<file path="src/rtl/i2s_audio_tx.sv">
// I2S transmitter: sample FIFO, bit-clock divider and MSB-first serializer.
// Each popped mono sample is sent on both left and right slots.
module i2s_audio_tx #(
  parameter int DATA_WIDTH = 16,
  parameter int FIFO_DEPTH = 4,
  parameter int BCLK_DIV   = 8
) (
  input  logic                          clk,
  input  logic                          rst,
  input  logic                          enable,
  input  logic [DATA_WIDTH-1:0]         audio_in,
  input  logic                          audio_valid,
  output logic                          i2s_bclk,
  output logic                          i2s_lrclk,
  output logic                          i2s_sdata,
  output logic [$clog2(FIFO_DEPTH):0]   fifo_level,
  output logic                          overflow,
  output logic                          underrun
);

  localparam int PW  = $clog2(FIFO_DEPTH);
  localparam int LW  = PW + 1;
  localparam int CW  = $clog2(BCLK_DIV);
  localparam int BW  = $clog2(2 * DATA_WIDTH);

  localparam logic [CW-1:0] DIV_MAX = CW'(BCLK_DIV - 1);
  localparam logic [BW-1:0] BIT_MAX = BW'(2 * DATA_WIDTH - 1);
  localparam logic [BW-1:0] BIT_R   = BW'(DATA_WIDTH);
  localparam logic [BW-1:0] WS_LO   = BW'(DATA_WIDTH - 1);
  localparam logic [BW-1:0] WS_HI   = BW'(2 * DATA_WIDTH - 2);
  localparam logic [LW-1:0] FULL    = LW'(FIFO_DEPTH);

  logic [DATA_WIDTH-1:0] mem_q [FIFO_DEPTH];

  logic [PW-1:0]         wr_ptr_q, wr_ptr_d;
  logic [PW-1:0]         rd_ptr_q, rd_ptr_d;
  logic [LW-1:0]         level_q, level_d;
  logic                  ovf_q, ovf_d;
  logic                  und_q, und_d;
  logic [CW-1:0]         div_q, div_d;
  logic [BW-1:0]         bit_q, bit_d;
  logic                  bclk_q, bclk_d;
  logic                  ws_q, ws_d;
  logic [DATA_WIDTH-1:0] frame_q, frame_d;
  logic [DATA_WIDTH-1:0] shift_q, shift_d;

  logic empty;
  logic full;
  logic fall;
  logic frame_start;
  logic push;
  logic pop;

  always_comb begin
    empty       = (level_q == '0);
    full        = (level_q == FULL);
    fall        = enable && bclk_q && (div_q == DIV_MAX);
    frame_start = fall && (bit_q == BIT_MAX);
    pop         = frame_start && !empty;
    // a pop frees the slot the same cycle, so a full FIFO can still accept
    push        = audio_valid && (!full || pop);
  end

  always_comb begin
    wr_ptr_d = wr_ptr_q;
    rd_ptr_d = rd_ptr_q;
    level_d  = level_q + LW'(push) - LW'(pop);
    ovf_d    = ovf_q;
    if (push) begin
      wr_ptr_d = wr_ptr_q + 1'b1;
    end
    if (pop) begin
      rd_ptr_d = rd_ptr_q + 1'b1;
    end
    if (audio_valid && !push) begin
      ovf_d = 1'b1;
    end
  end

  always_comb begin
    div_d   = div_q;
    bit_d   = bit_q;
    bclk_d  = bclk_q;
    ws_d    = ws_q;
    frame_d = frame_q;
    shift_d = shift_q;
    und_d   = frame_start && empty;
    if (!enable) begin
      div_d   = '0;
      bit_d   = BIT_MAX;
      bclk_d  = 1'b0;
      ws_d    = 1'b0;
      shift_d = '0;
    end else begin
      div_d = (div_q == DIV_MAX) ? '0 : div_q + 1'b1;
      if (div_q == DIV_MAX) begin
        bclk_d = !bclk_q;
      end
      if (fall) begin
        bit_d = (bit_q == BIT_MAX) ? '0 : bit_q + 1'b1;
        // word select leads the slot MSB by one bit
        ws_d  = (bit_d >= WS_LO) && (bit_d <= WS_HI);
        if (frame_start) begin
          frame_d = pop ? mem_q[rd_ptr_q] : '0;
          shift_d = frame_d;
        end else if (bit_d == BIT_R) begin
          shift_d = frame_q;
        end else begin
          shift_d = {shift_q[DATA_WIDTH-2:0], 1'b0};
        end
      end
    end
  end

  always_ff @(posedge clk) begin
    if (!rst && push) begin
      mem_q[wr_ptr_q] <= audio_in;
    end
  end

  always_ff @(posedge clk) begin
    if (rst) begin
      wr_ptr_q <= '0;
      rd_ptr_q <= '0;
      level_q  <= '0;
      ovf_q    <= 1'b0;
      und_q    <= 1'b0;
      div_q    <= '0;
      bit_q    <= BIT_MAX;
      bclk_q   <= 1'b0;
      ws_q     <= 1'b0;
      frame_q  <= '0;
      shift_q  <= '0;
    end else begin
      wr_ptr_q <= wr_ptr_d;
      rd_ptr_q <= rd_ptr_d;
      level_q  <= level_d;
      ovf_q    <= ovf_d;
      und_q    <= und_d;
      div_q    <= div_d;
      bit_q    <= bit_d;
      bclk_q   <= bclk_d;
      ws_q     <= ws_d;
      frame_q  <= frame_d;
      shift_q  <= shift_d;
    end
  end

  assign i2s_bclk   = bclk_q;
  assign i2s_lrclk  = ws_q;
  assign i2s_sdata  = shift_q[DATA_WIDTH-1];
  assign fifo_level = level_q;
  assign overflow   = ovf_q;
  assign underrun   = und_q;

endmodule

</file>
<file path="config.mk">
export PLATFORM = sky130hd
export DESIGN_NAME = i2s_audio_tx
export DESIGN_NICKNAME = d
export VERILOG_FILES = /design/src/rtl/i2s_audio_tx.sv
export SDC_FILE = /design/constraint.sdc
export NUM_CORES = 1
export LEC_CHECK = 0
export CAP_MARGIN = 20
export CORE_MARGIN = 2
export CORE_UTILIZATION = 45
export DETAILED_ROUTE_END_ITERATION = 6
export DONT_BUFFER_PORTS = 1
export PLACE_DENSITY = 0.57
export SKIP_LAST_GASP = 1
export SLEW_MARGIN = 0
export SYNTH_ARGS = -nofsm -noshare
export SYNTH_HDL_FRONTEND = slang
export SYNTH_SLANG_ARGS = --single-unit
</file>
<file path="constraint.sdc">
create_clock -name clk -period 3.45 [get_ports clk]
set_clock_uncertainty 0.05 [all_clocks]
set_input_delay 0.5175 -clock clk [delete_from_list [all_inputs] [get_ports clk]]
set_output_delay 0.5175 -clock clk [all_outputs]
set_load 0.02 [all_outputs]
</file>
==> impl_metrics.tcl <==
set metrics [dict create \
    ys_types 42 \
    synth_edf_count 64 \
    gr-total-overflow 0 \
    period_needed_ns 3.063 \
    fin_util_pct 54.36 \
    cts_buffers 17 \
    status "completed" \
    start_util_pct 46.79 \
    first_global_vias 2853 \
    cts_tree "yes" \
    vias 2795 \
    post_drt_wl_per_cell_um 17.41 \
    post-route-period-util_pct 88.79 \
    drt-initial-drc-count 126 \
    clkTransAtPathRegs_ns 0.06 \
    path_max_fanout 9 \
    ys_ff_latch 117 \
    final_antenna_net_count 0 \
    final_layout_size_suffix_gt1_share_pct 17.77 \
    hold_path.class "input port to register" \
    hp-start "rst" \
    synth_area_um2 4616 \
    num_antenna_cells 0 \
    fp-row-count 36 \
    post_cts_buffers 0 \
    finalSetupTns_ns 0 \
    grt_max_degree 30 \
    grt_pass1_wl_um 14710 \
    area_delta_synth_final_pct 16.18 \
    die_h_um 105.3 \
    design.die.area_um2 11080 \
    root_buffer "clkbuf_8" \
    synth-seq-area-share_pct 64.62 \
    drv_slew 0 \
    worstReg2RegStart "bit_q[0]" \
    hold_viol_final 0 \
    p_leak_nw 1.798 \
    ioPinCount 28 \
    antenna_found_initial 0 \
    clock-sinks 117 \
    drv_cap 0 \
    finalWorstSetupSlack_ns 0.3869 \
    async_reset_ff_share_pct 0 \
    powerDensity_nw_per_um2 639.8 \
    start_kind "register" \
    grt_use_total_pct 17.36 \
    synth_cells 352 \
    max_freq_mhz 326.5 \
    drt_pass1_iterations 4 \
    ctsHoldBuffers 0 \
    via_per_inst 5.480 \
    htreeDepth 4 \
    syn_avg_cell_area_um2 13.11 \
    hpwlAfterDp_um 5400 \
    portBuffers 0 \
    worst_slew_pin_slew_ns 0.7849 \
    ctsLongestPathBuffers 2 \
    syn_nets 383 \
    cts_resized 0 \
    crit_path_end_kind "register" \
    placed_cells 478 \
    cp.arrival_ns 3.42 \
    layout.cells.non_filler 510 \
    clkLatencyLatePin_ns 0.51 \
    fin_area_um2 5363 \
    mostFrequentLayoutCells "edfxtp_1, dfxtp_1, nor2_1, nand2_1, o21ai_0" \
    layout_commonest_cell "edfxtp_1" \
    drc_errors 0 \
    ir_drop_uv 373.7 \
    synth_flop_cell "edfxtp_1" \
    chipWidth_um 105.3 \
    max_slew_margin_pct 47.60 \
    dp_slack_ns 0.3783 \
    place_area_um2 4791 \
    path_class "register to register" \
    place_congestion 0.8136 \
    core_region_area_um2 9864 \
    power_mw 3.431 \
    nets 395 \
    final-setup-viol-count 0 \
    yosysWarnings 0 \
    startpoint "bit_q[0]" \
    rsz0062_at_grt "no" \
    cp_data_required_time_ns 3.81 \
    worst_hold_slack_ns 0.03185 \
    routed_wl_um 8879 \
]
-- report_power, final --
group | switching (mW) | internal, mW
sequential | 0.0389 | 1.53
combinational | 0.115 | 0.0687
clock | 0.693 | 0.986
total | 0.846 | 2.58
-- layout make-up --
type / instances / area [µm²]
Clock buffer: 17 / 414.1
Clock inverter: 15 / 157.7
Fill cell: 796 / 4502
Inverter: 6 / 22.52
Multi-Input combinational cell: 209 / 1521
Sequential cell: 117 / 2983
Tap cell: 133 / 166.4
Timing Repair Buffer: 13 / 97.59
-- cell usage after synthesis (all sizes together), types with 4 or more instances --
| cell | n | area, µm² |
|---|---|---|
| edfxtp | 64 | 1922 |
| dfxtp | 53 | 1061 |
| nor2 | 31 | 118.9 |
| nand2 | 25 | 93.84 |
| o21ai | 20 | 100.1 |
| a31oi | 18 | 112.6 |
| a21oi | 17 | 85.08 |
| nand3 | 17 | 85.08 |
| mux4 | 16 | 360.4 |
| a22oi | 15 | 112.6 |
| buf | 11 | 55.06 |
| ha | 10 | 125.1 |
| clkbuf | 9 | 33.78 |
| xnor2 | 6 | 52.55 |
| and2 | 5 | 31.28 |
| inv | 5 | 18.77 |
| nor3b | 4 | 30.03 |
-- registers in the layout, indices dropped and copies added (netlist names), 2 cells and up, named ones only --
name	flops
div_q	3
frame_q	16
mem_q	64
fifo_level	3
shift_q	16
wr_ptr_q	2
bit_q	5
rd_ptr_q	2
-- cell families (layout without fill, tap and decap cells) --
| kind of cell | count (synthesis) | in the layout | share of synthesized area [%] |
|---|---|---|---|
| DFF | 117 | 117 | 64.62 |
| and+or+nand+nor | 98 | 98 | 10.36 |
| AOI/OAI and AO/OA | 75 | 75 | 9.921 |
| buffers and inverters | 26 | 51 | 2.413 |
| muxes | 17 | 17 | 8.024 |
| adders and majority gates | 11 | 11 | 3.145 |
| xor gates and xnor gates | 8 | 8 | 1.518 |
-- final timing paths --
check             endpoint  cells after the start  slack [ns]
max          fifo_level[2]                     13        0.39
min               overflow                      1        0.03
max reg2reg  fifo_level[2]                     13        0.39
min reg2reg       div_q[0]                      1        0.38
-- worst max-delay path, cell delays in order, from the launching register on --
cell	delay, ns
dfxtp_1	0.37
ha_1	0.27
and3_2	0.23
ha_1	0.18
and4_1	0.22
o21ai_1	0.36
ha_1	0.30
inv_1	0.06
ha_1	0.13
inv_1	0.05
fa_1	0.37
xor2_1	0.16
xnor2_1	0.15
nor2_1	0.05
-- layer usage --
metal | track usage [%] | wire length [µm]
met2 | 27.60 | 4185
met3 | 5.999 | 445
met4 | 6.000 | 138
met5 | 0 | 0
met1 | 22.19 | 4110
No activity file was read; power rests on OpenSTA's default activity.
